`config.mk`:
```
export PLATFORM = sky130hd
export DESIGN_NAME = softmax_result_drain
export DESIGN_NICKNAME = d
export VERILOG_FILES = /design/src/rtl/softmax_result_drain.sv
export SDC_FILE = /design/constraint.sdc
export NUM_CORES = 1
export LEC_CHECK = 0
export BUFFER_PORTS_ARGS = -buffer_cell sky130_fd_sc_hd__clkbuf_2
export CORE_MARGIN = 4
export CORE_UTILIZATION = 45
export DETAILED_ROUTE_END_ITERATION = 16
export SYNTH_ARGS = -nofsm -noshare
export SYNTH_HDL_FRONTEND = slang
export SYNTH_SLANG_ARGS = --single-unit
```
`constraint.sdc`:
```
create_clock -name clk -period 3.9 [get_ports clk]
set_input_delay 0.39 -clock clk [delete_from_list [all_inputs] [get_ports clk]]
set_output_delay 0.39 -clock clk [all_outputs]
set_load 0.02 [all_outputs]
```
`src/rtl/softmax_result_drain.sv`:
```
// ============================================================================
//  Module   : softmax_result_drain
//  Purpose  : Buffers softmax probability vectors with their argmax and drains
//             each one as a word-serial valid/ready frame ending in a class word.
//  Revision : 1.0  initial release
// ============================================================================
`default_nettype none

module softmax_result_drain #(
  parameter int DATA_WIDTH = 32,
  parameter int NUM_CLASS  = 2,
  parameter int DEPTH      = 4
) (
  input  logic                             clk,
  input  logic                             rst,
  input  logic [DATA_WIDTH*NUM_CLASS-1:0]  i_data,
  input  logic                             valid_in,
  output logic [DATA_WIDTH-1:0]            o_word,
  output logic                             o_valid,
  input  logic                             o_ready,
  output logic                             o_last,
  output logic                             full,
  output logic                             overflow
);

  localparam int PTR_W = $clog2(DEPTH);
  localparam int CNT_W = PTR_W + 1;
  localparam int IDX_W = $clog2(NUM_CLASS + 1);
  localparam int CLS_W = $clog2(NUM_CLASS);
  localparam logic [CNT_W-1:0] C_DEPTH    = CNT_W'(DEPTH);
  localparam logic [CNT_W-1:0] C_ONE      = CNT_W'(1);
  localparam logic [IDX_W-1:0] C_LAST_IDX = IDX_W'(NUM_CLASS - 1);

  typedef enum logic [1:0] {
    S_IDLE  = 2'd0,
    S_SEND  = 2'd1,
    S_CLASS = 2'd2
  } state_t;

  logic [DATA_WIDTH*NUM_CLASS-1:0] r_mem_vec [DEPTH];
  logic [CLS_W-1:0]                r_mem_cls [DEPTH];
  logic [PTR_W-1:0]                r_wptr, r_rptr, w_rptr_nxt;
  logic [CNT_W-1:0]                r_count;
  logic [IDX_W-1:0]                r_idx, w_idx_n;
  state_t                          r_state, w_state_n;
  logic [DATA_WIDTH-1:0]           w_word_n;
  logic                            w_valid_n, w_last_n;
  logic                            w_push, w_pop, w_hs;
  logic [CLS_W-1:0]                w_best_cls;
  logic [DATA_WIDTH-2:0]           w_best_key;

  function automatic logic [DATA_WIDTH-2:0] rank_key(input logic [DATA_WIDTH-1:0] w);
    // Negative values (including -0) collapse to the lowest rank.
    rank_key = w[DATA_WIDTH-1] ? '0 : w[DATA_WIDTH-2:0];
  endfunction

  function automatic logic [DATA_WIDTH-1:0] sel_word(
    input logic [DATA_WIDTH*NUM_CLASS-1:0] vec,
    input logic [IDX_W-1:0]                sel
  );
    sel_word = '0;
    for (int k = 0; k < NUM_CLASS; k++) begin
      if (sel == IDX_W'(k)) sel_word = vec[k*DATA_WIDTH +: DATA_WIDTH];
    end
  endfunction

  // Strict greater-than keeps the lowest index on ties.
  always_comb begin
    w_best_cls = '0;
    w_best_key = rank_key(i_data[0 +: DATA_WIDTH]);
    for (int k = 1; k < NUM_CLASS; k++) begin
      if (rank_key(i_data[k*DATA_WIDTH +: DATA_WIDTH]) > w_best_key) begin
        w_best_key = rank_key(i_data[k*DATA_WIDTH +: DATA_WIDTH]);
        w_best_cls = CLS_W'(k);
      end
    end
  end

  assign full       = (r_count == C_DEPTH);
  assign w_push     = valid_in & ~full;
  assign w_hs       = o_valid & o_ready;
  assign w_rptr_nxt = r_rptr + PTR_W'(1);

  always_comb begin
    w_state_n = r_state;
    w_idx_n   = r_idx;
    w_word_n  = o_word;
    w_valid_n = o_valid;
    w_last_n  = o_last;
    w_pop     = 1'b0;
    case (r_state)
      S_IDLE: begin
        if (r_count != '0) begin
          w_word_n  = sel_word(r_mem_vec[r_rptr], '0);
          w_valid_n = 1'b1;
          w_idx_n   = '0;
          w_state_n = S_SEND;
        end
      end
      S_SEND: begin
        if (w_hs) begin
          w_idx_n = r_idx + IDX_W'(1);
          if (r_idx == C_LAST_IDX) begin
            w_word_n  = DATA_WIDTH'(r_mem_cls[r_rptr]);
            w_last_n  = 1'b1;
            w_state_n = S_CLASS;
          end else begin
            w_word_n = sel_word(r_mem_vec[r_rptr], r_idx + IDX_W'(1));
          end
        end
      end
      S_CLASS: begin
        if (w_hs) begin
          w_pop    = 1'b1;
          w_last_n = 1'b0;
          // Next entry is already resident, so chain straight into it.
          if (r_count > C_ONE) begin
            w_word_n  = sel_word(r_mem_vec[w_rptr_nxt], '0);
            w_idx_n   = '0;
            w_state_n = S_SEND;
          end else begin
            w_valid_n = 1'b0;
            w_state_n = S_IDLE;
          end
        end
      end
      default: begin
        w_valid_n = 1'b0;
        w_last_n  = 1'b0;
        w_state_n = S_IDLE;
      end
    endcase
  end

  always_ff @(posedge clk) begin
    if (w_push) begin
      r_mem_vec[r_wptr] <= i_data;
      r_mem_cls[r_wptr] <= w_best_cls;
    end
  end

  always_ff @(posedge clk or posedge rst) begin
    if (rst) begin
      r_state  <= S_IDLE;
      r_idx    <= '0;
      r_wptr   <= '0;
      r_rptr   <= '0;
      r_count  <= '0;
      o_word   <= '0;
      o_valid  <= 1'b0;
      o_last   <= 1'b0;
      overflow <= 1'b0;
    end else begin
      r_state <= w_state_n;
      r_idx   <= w_idx_n;
      o_word  <= w_word_n;
      o_valid <= w_valid_n;
      o_last  <= w_last_n;
      if (w_push) r_wptr <= r_wptr + PTR_W'(1);
      if (w_pop)  r_rptr <= w_rptr_nxt;
      r_count <= r_count + CNT_W'(w_push) - CNT_W'(w_pop);
      if (valid_in & full) overflow <= 1'b1;
    end
  end

endmodule

`default_nettype wire

```
# Word level (Yosys, flattened, before mapping)

Memories as Yosys holds them, arrays and structs flattened.
Cells that the tools add are included.

Bits in writable memories: 260
Logic and storage cells: 77
Input port bits: 68
Register bits after elaboration: 46
Memories: 2

Memory list:

| name      | depth | bits a word | read ports | clocked after Yosys merged registers in | wr ports | line | source |
|---|---|---|---|---|---|---|---|
| r_mem_vec | 4     | 64          | 2          | 0                                       | 1        | 40   | `logic [DATA_WIDTH*NUM_CLASS-1:0] r_mem_vec [DEPTH];` |
| r_mem_cls | 4     | 1           | 1          | 0                                       | 1        | 41   | `logic [CLS_W-1:0] r_mem_cls [DEPTH];` |

Reduce and logical (&&, ||, !) cells: 8
Order comparisons: 2
Bitwise operators: 6
Add/subtract/negate cells: 5
Equality and inequality tests: 11
Multiplexer cells: 34

Operator list:

| operator                                                                        | number |
|---|---|
| 32-bit two-way mux                                                              | 7 |
| 32-bit one-hot mux with 3 select lines                                          | 1 |
| 31-bit two-way mux                                                              | 2 |
| 31-bit greater-than comparator                                                  | 1 |
| 2-bit two-way mux                                                               | 8 |
| 1-bit two-way mux                                                               | 12 |
| 2-bit != test, second input constant                                            | 6 |
| 2-bit one-hot mux with 3 select lines                                           | 2 |
| 4-bit AND reduction                                                             | 3 |
| 2-bit by 1-bit adder with 2-bit output, second input constant                   | 3 |
| 2-bit by 1-bit == test with 1-bit output, second input constant                 | 3 |
| 1-bit one-hot mux with 3 select lines                                           | 2 |
| 3-bit nonzero test                                                              | 2 |
| 5-bit AND reduction                                                             | 1 |
| 2-bit logical NOT                                                               | 2 |
| 3-bit by 1-bit adder with 3-bit output                                          | 1 |
| 1-bit bitwise AND                                                               | 3 |
| 3-bit == test, second input constant                                            | 1 |
| 3-bit by 1-bit greater-than comparator with 1-bit output, second input constant | 1 |
| 1-bit inverter                                                                  | 3 |
| 3-bit by 1-bit subtractor with 3-bit output                                     | 1 |
| 2-bit == test, second input constant                                            | 1 |

# Longest topological paths before layout

Gate-level depths: netlist of the first run.

Word-level depth: 7
Mapped depth: 10

# Worst setup path after synthesis of the first run

OpenSTA, ideal clock, no wires.

Kind: register -> register
From: reg r_count[2]
To: mem r_mem_cls[0] (netlist bit) (enable)
Setup slack: 0.989 ns
Cell stages (with the launch flop): 6
Library setup time: 0.430 ns
Arrival time: 2.481 ns
Period minus slack after synthesis: 2.911 ns
Path through: dfrtp_1 -> inv_1 -> nor3_1 -> nor2b_1 -> clkbuf_1 -> and2_1

Word-level cells in the longest chain between the ends: 5

RTL lines:

| what                                    | line | source |
|---|---|---|
| start: declaration                      | 43   | `logic [CNT_W-1:0] r_count;` |
| start signal: assignment                | 161  | `r_count <= r_count + CNT_W'(w_push) - CNT_W'(w_pop);` |
| 3-bit == test                           | 79   | `assign full = (r_count == C_DEPTH);` |
| named net full                          | 22   | `output logic full,` |
| 1-bit inverter                          | 80   | `assign w_push = valid_in & ~full;` |
| 1-bit bitwise AND                       | 80   |  |
| 1-bit two-way mux                       | 136  | `if (w_push) begin` |
| 1-bit two-way mux (implied by the code) | 138  | `r_mem_cls[r_wptr] <= w_best_cls;` |
| end: declaration                        | 41   |  |

The timed path passes the listed nets, and every way through them passes these cells.

# Worst setup path after layout of the first run

From: reg r_rptr[1]
To: reg o_word[0]

Word-level cells in the longest chain between the ends: 6
Elaborated cells between the ends (all ways): 11
Those cells by class: add/sub (1); mux (8); memory (2)

RTL lines:

| what                                                                      | line | source |
|---|---|---|
| start: declaration                                                        | 42   | `logic [PTR_W-1:0] r_wptr, r_rptr, w_rptr_nxt;` |
| start signal: assignment                                                  | 160  | `if (w_pop) r_rptr <= w_rptr_nxt;` |
| parallel branches: the longest is 5 deep, another holds memory 4 x 64 bit | --   |  |
| 32-bit one-hot mux with 3 select lines *                                  | 91   | `case (r_state)` |
| end signal: assignment                                                    | 156  | `o_word <= w_word_n;` |
| end: declaration                                                          | 18   | `output logic [DATA_WIDTH-1:0] o_word,` |

Every way passes the cells marked *. The select of a mux whose other input is x is not followed.
A chain may end at the register's enable or synchronous reset.

==> results of run 1 <==
## sequential cells by signal (all words and copies together), names as in the netlist
register   flops
o_last         1
o_valid        1
o_word        32
overflow       1
r_count        3
r_idx          2
r_mem_cls      4
r_mem_vec    256
r_rptr         2
r_state        2
r_wptr         2
## power by group
part,internal [mW],switching (mW),leakage [nW]
sequential,4.44,0.370,2.92
clock,2.27,1.25,0.606
combinational,2.10,2.68,2.22
## cell families (layout without fill, tap and decap cells)
family	Yosys count	count (layout)	share of synthesized area (%)
simple gates	141	141	5.324
buf+inv	68	203	2.376
mux	100	100	16.07
fa+ha+maj	46	46	4.226
flops	306	306	64.94
xor+xnor	4	4	0.2540
compound gates	135	135	6.811
## critical path, delay by kind of cell, from the launching register on
kind / cells / cell delay [ns]
muxes: 1 / 0.42
DFF: 1 / 0.81
AOI/OAI and AO/OA: 3 / 0.53
and+or+nand+nor: 1 / 0.07
buffers and inverters: 1 / 0.40
## timing repair
| item | 4_1_cts | 5_1_grt |
|---|---|---|
| hold endpoints to repair | 28 | 0 |
| hold buffers | 1 | 0 |
| setup buffers | 0 | 0 |
## per-stage QoR
step / cells / hold slack [ns] / setup slack [ns] / utilization (%) / total power [mW]
finish: 1325 / 0.09472 / 1.493 / 53.61 / 13.11
global route: 1325 / 0.1126 / 1.338 / 53.61 / 13.90
CTS: 1325 / 0.08074 / 1.493 / 53.61 / 13.30
detailed placement: 1262 / 0.4486 / 1.348 / 49.39 / 9.757
global placement: 1262 / 0.4444 / 1.361 / 49.39 / 9.695
floorplan: 800 / 0.4889 / 0.9894 / - / 8.377
## cells in the mapped netlist, types with 2 or more instances
library cell and number:
buf_1 2, a2bb2oi_1 2, nor2_1 41, a22oi_1 32, clkbuf_1 29, nand4_1 6
a21oi_1 45, mux2_2 2, inv_1 17, ha_1 45, mux4_2 97, and2_1 4
buf_6 4, o211ai_1 2, a211oi_1 3, o21ai_0 6, nand3_1 5, o21a_1 3
nor3_1 3, nand2_1 15, dfrtp_1 46, edfxtp_1 260, nand2b_1 33, a22o_1 31
nor2b_1 32, xnor2_1 3, buf_4 9, buf_2 7
## metal layers
| metal | vias to the layer above | GRT usage (%) | share of wire (%) |
|---|---|---|---|
| li1 | 3432 | - | - |
| met1 | 3870 | 25.09 | 43 |
| met2 | 196 | 30.03 | 50 |
| met3 | 35 | 2.816 | 5.4 |
| met4 | 0 | 4.231 | 1.6 |
| met5 | - | 0 | 0 |
## area by class of cell
class                   count  area (µm²)
clock buffers              43       958.4
multi-input cells         426        4537
fillers                  2437       13900
inverters                  17       63.81
flip-flops and latches    306        8966
well taps                 390       488.0
repair buffers            124       750.7
clock inverters            19       294.0
## worst paths after layout
check	startpoint	to	slack, ns	cells after the start
min in group asynchronous	rst	r_count[2]$_DFF_PP0_	0.52	3
hold / removal	valid_in	overflow$_DFFE_PP0P_	0.09	2
setup reg to reg	r_rptr[1]$_DFFE_PP0P_	o_word[0]$_DFFE_PP0P_	1.49	6
setup / recovery	r_rptr[1]$_DFFE_PP0P_	o_word[0]$_DFFE_PP0P_	1.49	6
max in group asynchronous	rst	r_rptr[0]$_DFFE_PP0P_	2.57	4
hold reg to reg	overflow$_DFFE_PP0P_	overflow$_DFFE_PP0P_	0.46	1
==> flow_summary_export.csv, run 1 <==
group,metric,value,unit
outcome,status,"completed",
floorplan,io_pins,104,
global_route,grt_first_pass_wirelength,46490,µm
cells_and_area,syn2layout_area_growth,16.40,%
clock_network,worstSkewPairLatency,0.50,ns
pwr,p_per_area,816.7,nW/µm²
timing,skew,0.01076,ns
timing,drv_slew,0,
critical_path,crit_path_max_incr_delay,0.81,ns
critical_path,crit_type,"register to register",
job,cap_violations,0,
synth,synthArstFlopShare,15.03,%
floorplan,die-area,33520,µm²
cells_and_area,final_area,16060,µm²
critical_path,required,4.27,ns
detailed_routing,wl_per_cell,22.26,µm
cells_and_area,final_cell_mix,"edfxtp_1, clkbuf_2, mux4_2",
detailed_routing,vias,7533,
clock_network,htreeDepth,2,
global_route,antenna_found_initial,0,
timing,tightest_slew,0.6903,ns
synth,synth_ff_type,"edfxtp_1",
critical_path,cp-start-kind,"register",
placement,portBuffers,103,
timing,tns,0,ns
cells_and_area,drive_gt1_share,30.37,%
clock_network,cts_sinks,306,
global_route,grt_pass1_vias,7997,
pwr,max-vdd-ir-drop,432.3,µV
timing,fin_crit_sh,61.71,%
timing,rsz0062_at_grt,"false",
synth,syn_inst,800,
global_route,grt.overflow.total,0,
synth,ys_seq_area_share,64.94,%
clock_network,cts_max_path_buffers,3,
synth,synth_edf_count,260,
floorplan,die_width,183.1,µm
timing,relSlewSlack,53.91,%
detailed_routing,dr.pass1.iters,5,
timing,min_period,2.407,ns
placement,post-dp-hpwl,18590,µm
floorplan,die_y,183.1,µm
timing,setup_viol_count_final,0,
global_route,grt.total_usage,17.93,%
synth,synth.area.top_cells,"edfxtp_1, mux4_2, dfrtp_1",
clock_network,clk_pin_slew,0.06,ns
cells_and_area,n_antenna_cell,0,
cells_and_area,final_common_cell,"edfxtp_1",
detailed_routing,viasPerCell,5.685,
critical_path,critPathMaxFanout,61,
clock_network,post_cts_resized,0,
critical_path,slowest_stage,"dfrtp_4",
placement,routabilityCongestion,0.7522,
floorplan,fp-row-count,63,
synth,synth_nets,914,
cells_and_area,nNetsFinal,1023,
floorplan,initial_utilization,46.06,%
critical_path,critPathCaptureType,"register",
global_route,grt_max_degree,66,
detailed_routing,drt-total-wl,29500,µm
pwr,p_leak,5.741,nW
detailed_routing,ant_nets,0,
synth,netlist_area,13800,µm²
critical_path,cp.arrival,2.77,ns
placement,placed_cell_area,14800,µm²
detailed_routing,drc,0,
clock_network,cts_tree,"done",
synth,synth_top_area_share,56.59,%
synth,yosys_warnings,0,
critical_path,cp_cell_sequence,"buf_12, mux4_2, a32oi_1, nand2_1, a22oi_1, a21oi_1",
timing,hold_viol_final,0,
synth,synth.avg_cell_area,17.24,µm²
floorplan,core,29950,µm²
synth,synth_cell_types,44,
clock_network,cts_made_buffers,34,
clock_network,cts_root_buffer,"clkbuf_16",
synth,ys_ff_latch,306,
synth,synth_top_cell_by_area,"edfxtp_1",
timing,fmax,0.4155,GHz
worst_hold_path,min_path_type,"input pin to register",
detailed_routing,drtIter0Drc,554,
(Power assumes the default switching activity.)
==> run 2: changes to the inputs <==
==> constraint.sdc (replaced) <==
create_clock -name clk -period 2.4 [get_ports clk]
set_input_delay 0.24 -clock clk [delete_from_list [all_inputs] [get_ports clk]]
set_output_delay 0.24 -clock clk [all_outputs]
set_load 0.02 [all_outputs]
==> run 2 against run 1 <==
  * Routed wire length rose by 3.4%
  * Highest routed layer unchanged
  * Power rose by 62%
  * Register-to-register slack got worse by 1.3 ns
  * Hold slack got worse by 0.084 ns
==> flow_summary_export.csv, run 2 (same netlist as run 1, synthesis figures left out) <==
group,metric,value,unit
timing,tns,0,ns
placement,place_ws,-0.02465,ns
global_route,grt_pass1_vias,8265,
pwr,p_per_area,1283,nW/µm²
timing,fin_hold_ws,0.01061,ns
detailed_routing,vias,7877,
detailed_routing,wl_met3,1449,µm
clock_network,cts_sinks,306,
global_route,grt_max_degree,66,
timing,fin_crit_sh,90.08,%
global_route,grt.total_usage,18.42,%
detailed_routing,drc,0,
cells_and_area,final_common_cell,"edfxtp_1",
critical_path,cp-start-kind,"register",
cells_and_area,n_antenna_cell,0,
detailed_routing,drt-total-wl,30520,µm
timing,drv_slew,0,
timing,relSlewSlack,55.37,%
timing,min_period,2.162,ns
critical_path,rr_worst_depth,6,
cells_and_area,largest_register_ffs,256,
detailed_routing,top_layer_used,"met4",
critical_path,slowest_stage,"dfrtp_4",
pwr,p_sw,7.154,mW
critical_path,critPathMaxFanout,23,
placement,portBuffers,103,
critical_path,critPathCaptureType,"register",
clock_network,cts_made_buffers,34,
clock_network,cts_tree,"done",
detailed_routing,wl_per_cell,22.13,µm
timing,hold_viol_final,0,
timing,setup_viol_count_final,0,
pwr,power.total,21.30,mW
pwr,p_int,14.15,mW
detailed_routing,drtIter0Drc,568,
critical_path,cp_cell_sequence,"buf_12, buf_12, mux4_2, a22o_1, a22oi_1, a21oi_1",
timing,tightest_slew,0.6685,ns
detailed_routing,ant_nets,0,
pwr,seq_power_share,36.5,%
timing,skew,0.008813,ns
timing,rsz0062_at_grt,"false",
floorplan,initial_utilization,46.06,%
critical_path,reg2reg_to,"o_word[1]$_DFFE_PP0P_",
cells_and_area,drive_gt1_share,29.63,%
detailed_routing,wl_met1,13210,µm
cells_and_area,reg.largest.list,"r_mem_vec (256), o_word (32), r_mem_cls (4)",
job,cap_violations,0,
outcome,status,"completed",
pwr,swShare,33.59,%
cells_and_area,syn2layout_area_growth,20.32,%
floorplan,die_y,183.1,µm
critical_path,crit_type,"register to register",
clock_network,worstSkewPairLatency,0.50,ns
pwr,combPwrFrac,39.8,%
worst_hold_path,min_path_type,"input pin to register",
detailed_routing,viasPerCell,5.712,
clock_network,clk_pin_slew,0.06,ns
floorplan,fp-row-count,63,
critical_path,cp.arrival,2.53,ns
timing,fmax,0.4626,GHz
clock_network,htreeDepth,2,
floorplan,die-area,33520,µm²
clock_network,cts_max_path_buffers,3,
worst_hold_path,hold_start,"i_data[11]",
global_route,grt.overflow.total,0,
detailed_routing,route.met2.wl,15450,µm
pwr,p_leak,5.968,nW
cells_and_area,nNetsFinal,1077,
worst_hold_path,holdPathEnd,"r_mem_vec[3][11]$_DFFE_PP_",
critical_path,worstReg2RegStart,"r_rptr[0]$_DFFE_PP0P_",
pwr,p_clk_share,23.8,%
global_route,grt_first_pass_wirelength,48120,µm
global_route,antenna_found_initial,0,
cells_and_area,top_register,"r_mem_vec",
placement,routabilityCongestion,0.7700,
clock_network,cts_root_buffer,"clkbuf_16",
floorplan,io_pins,104,
cells_and_area,final_cell_mix,"edfxtp_1, clkbuf_2, mux4_2",
placement,post-dp-hpwl,19650,µm
pwr,max-vdd-ir-drop,695.0,µV
floorplan,core,29950,µm²
critical_path,cp_common_cell,"buf_12",
detailed_routing,dr.pass1.iters,4,
critical_path,ff2ff_setup_slack,0.24,ns
critical_path,required,2.77,ns
cells_and_area,post-route-util,55.41,%
worst_hold_path,holdPathStages,1,
timing,fin_ws,0.2381,ns
critical_path,crit_path_max_incr_delay,0.51,ns
floorplan,die_width,183.1,µm
==> run 2: changes by cell type in the layout (fill, tap and decap cells not counted), sizes merged <==
cell         change
clkbuf           +4
bufinv           -6
inv              +1
clkinv           +3
clkinvlp         -2
buf             +14
dlygate4sd3     +40
==> run 2: timing repair <==
action | CTS | global route
gates resized for setup | 0 | 1
hold endpoints to repair | 170 | 4
endpoints found under the setup margin | 0 | 1
hold buffers | 40 | 1
buffers inserted | 0 | 0
==> run 2: worst max path at each step <==
stage | startpoint | slack [ns] | end | cells past startpoint
floorplan | r_count[1]$_DFF_PP0_ | 0.12 | r_count[2]$_DFF_PP0_ | 9
global placement | i_data[31] | 0.03 | r_mem_cls[1]$_DFFE_PP_ | 8
detailed placement | i_data[31] | -0.02 | r_mem_cls[2]$_DFFE_PP_ | 8
CTS | r_count[2]$_DFF_PP0_ | 0.14 | r_count[2]$_DFF_PP0_ | 9
global route | r_rptr[0]$_DFFE_PP0P_ | 0.08 | o_word[1]$_DFFE_PP0P_ | 6
finish | r_rptr[0]$_DFFE_PP0P_ | 0.24 | o_word[1]$_DFFE_PP0P_ | 6
==> run 2: cell type report <==
cell class                 instances  area, µm²
clock buffer                      47      973.4
clock inverter                    15      123.9
fill                            2397      13360
inverter                          17      63.81
multi-input combinational        426       4539
sequential                       306       8966
tap                              390      488.0
timing repair buffer             178       1444
==> run 2: per-stage QoR <==
step           instances  instance area, µm²
2_1_floorplan        800               13800
5_1_grt             1379               16600
3_3_place_gp        1276               15090
6_report            1379               16600
4_1_cts             1378               16590
3_5_place_dp        1276               15090
==> run 2: critical path: cells and delay by family (launching register included) <==
family | cells | cell delay [ns]
DFF | 1 | 0.51
AOI/OAI and AO/OA | 3 | 0.59
buffers and inverters | 2 | 0.43
muxes | 1 | 0.50
==> run 2: power groups by stage <==
stage	registers (mW)	logic (mW)	clock network [mW]
after CTS	7.77	8.63	5.20
after global placement	7.83	8.49	0
after global routing	7.89	9.22	5.44
after floorplan	8.04	5.54	0
final	7.77	8.47	5.07
after detailed placement	7.87	8.56	0
==> run 2: metal layers <==
| metal | track usage, % | vias up |
|---|---|---|
| met5 | 0 | - |
| met4 | 3.605 | 0 |
| met3 | 2.916 | 29 |
| met2 | 31.53 | 197 |
| met1 | 25.46 | 4106 |
| li1 | - | 3545 |
==> run 3: changes to the inputs <==
--- a/config.mk
+++ b/config.mk
@@ -5,10 +5,10 @@
 export SDC_FILE = /design/constraint.sdc
 export NUM_CORES = 1
 export LEC_CHECK = 0
-export BUFFER_PORTS_ARGS = -buffer_cell sky130_fd_sc_hd__clkbuf_2
 export CORE_MARGIN = 4
 export CORE_UTILIZATION = 45
 export DETAILED_ROUTE_END_ITERATION = 16
+export DONT_BUFFER_PORTS = 1
 export SYNTH_ARGS = -nofsm -noshare
 export SYNTH_HDL_FRONTEND = slang
 export SYNTH_SLANG_ARGS = --single-unit
==> run 3 against run 2 <==
  * Critical path depth rose by 1
  * Register-to-register slack improved by 0.03 ns
  * Hold slack improved by 0.018 ns
==> flow_summary_export.csv, run 3 (same netlist as run 1, synthesis figures left out) <==
group,metric,value,unit
detailed_routing,drt-total-wl,32740,µm
outcome,status,"completed",
cells_and_area,fillers,2394,
detailed_routing,vias,7741,
floorplan,initial_utilization,46.06,%
clock_network,clk_pin_slew,0.06,ns
critical_path,path_buf_inv,3,
clock_network,cts_tree,"done",
floorplan,die-area,33520,µm²
floorplan,die_y,183.1,µm
timing,drv_slew,0,
worst_hold_path,min_path_type,"input pin to register",
placement,post-dp-hpwl,19330,µm
clock_network,cts_root_buffer,"clkbuf_16",
cells_and_area,drive_gt1_share,21.65,%
critical_path,cp_cell_sequence,"inv_1, ha_1, inv_1, o41ai_4, buf_4, a22oi_1, a21oi_1",
timing,relSlewSlack,52.69,%
critical_path,cp_common_cell,"inv_1",
cells_and_area,n_antenna_cell,0,
cells_and_area,nNetsFinal,998,
cells_and_area,final_cell_mix,"edfxtp_1, mux4_2, dlygate4sd3_1",
timing,fmax,0.4695,GHz
floorplan,core,29950,µm²
timing,min_period,2.130,ns
clock_network,worstSkewPairLatency,0.51,ns
clock_network,cts_made_buffers,35,
floorplan,die_width,183.1,µm
clock_network,post_cts_resized,0,
global_route,grt.total_usage,19.61,%
critical_path,cp.arrival,2.57,ns
detailed_routing,wl_per_cell,25.18,µm
critical_path,crit_path_max_incr_delay,0.41,ns
cells_and_area,ff_latch_area,8966,µm²
placement,portBuffers,0,
clock_network,cts_sinks,306,
detailed_routing,drtIter0Drc,655,
detailed_routing,viasPerCell,5.955,
critical_path,critPathCaptureType,"register",
critical_path,required,2.84,ns
timing,setup_viol_count_final,0,
clock_network,cts_max_path_buffers,3,
timing,skew,0.01302,ns
cells_and_area,post-route-util,54.32,%
global_route,grt_max_degree,50,
timing,rsz0062_at_grt,"false",
detailed_routing,drc,0,
cells_and_area,final_common_cell,"edfxtp_1",
cells_and_area,reg.largest.list,"r_mem_vec (256), o_word (32), r_mem_cls (4)",
cells_and_area,top_register,"r_mem_vec",
cells_and_area,syn2layout_area_growth,17.95,%
clock_network,htreeDepth,2,
pwr,p_per_area,1303,nW/µm²
critical_path,crit_type,"register to register",
job,cap_violations,0,
cells_and_area,multi_input_area,4537,µm²
pwr,p_leak,5.641,nW
floorplan,fp-row-count,63,
detailed_routing,ant_nets,0,
timing,tns,0,ns
critical_path,cp-start-kind,"register",
timing,fin_crit_sh,88.75,%
timing,tightest_slew,0.7022,ns
cells_and_area,largest_register_ffs,256,
timing,hold_viol_final,0,
placement,routabilityCongestion,0.7596,
detailed_routing,dr.pass1.iters,5,
pwr,max-vdd-ir-drop,1047,µV
critical_path,cpLargestDelayFamily,"compound AO/OA/AOI/OAI gates",
critical_path,slowest_stage,"dfrtp_1",
global_route,antenna_found_initial,0,
global_route,grt_pass1_vias,8220,
global_route,grt.overflow.total,0,
critical_path,critPathMaxFanout,18,
global_route,grt_first_pass_wirelength,50180,µm
floorplan,io_pins,104,
[run 3: what timing repair did]
item / in CTS / in global routing
setup buffers: 0 / 0
hold buffers: 66 / 0
hold endpoints to repair: 278 / 0
[run 3: where the power goes]
group	internal, mW	switching [mW]
clock network	3.40	2.09
registers	7.21	1.04
logic	3.42	4.04
total	14.0	7.17
[run 3: path summary, 6_finish.rpt]
check                                        from                      to  slack [ns]  depth (start not counted)
max                        r_state[1]$_DFFE_PP0P_  o_word[31]$_DFFE_PP0P_        0.27                          7
min                                       o_ready      o_last$_DFFE_PP0P_        0.03                          3
max reg2reg                r_state[1]$_DFFE_PP0P_  o_word[31]$_DFFE_PP0P_        0.27                          7
min reg2reg                r_state[0]$_DFFE_PP0P_  r_state[0]$_DFFE_PP0P_        0.59                          1
max in group asynchronous                     rst  o_word[26]$_DFFE_PP0P_        1.44                          3
min in group asynchronous                     rst  r_state[0]$_DFFE_PP0P_        0.29                          2
[run 3: tightest hold or removal path: stages]
cell       delay, ns
a2bb2oi_1       0.06
nor2_1          0.12
a21oi_1         0.08
[run 3: area by class of cell]
class | instances | share of cell area, %
clock buffer | 46 | 6.205
clock inverter | 17 | 1.192
inverter | 17 | 0.3922
multi-input combinational | 426 | 27.88
sequential | 306 | 55.10
tap | 390 | 2.999
timing repair buffer | 98 | 6.228
[run 3: stage by stage]
| step | worst slack [ns] | instance area [µm²] | hold WS (ns) | total power, mW | instances |
|---|---|---|---|---|---|
| 6_report | 0.2700 | 16270 | 0.02888 | 21.20 | 1300 |
| 5_1_grt | 0.1454 | 16270 | 0.05657 | 22.33 | 1300 |
| 4_1_cts | 0.2934 | 16270 | 0.01540 | 21.43 | 1300 |
| 3_5_place_dp | 0.2327 | 14410 | 0.2501 | 15.76 | 1171 |
| 3_3_place_gp | 0.2795 | 14410 | 0.2518 | 15.48 | 1171 |
| 2_1_floorplan | 0.1244 | 13800 | 0.3389 | 13.58 | 800 |
[run 3: layer usage]
metal,GRT usage [%],up-vias,wire (µm)
met2,34.29,251,16820
li1,-,3389,-
met5,0,-,0
met4,3.933,0,531
met3,4.145,48,2146
met1,25.67,4053,13240
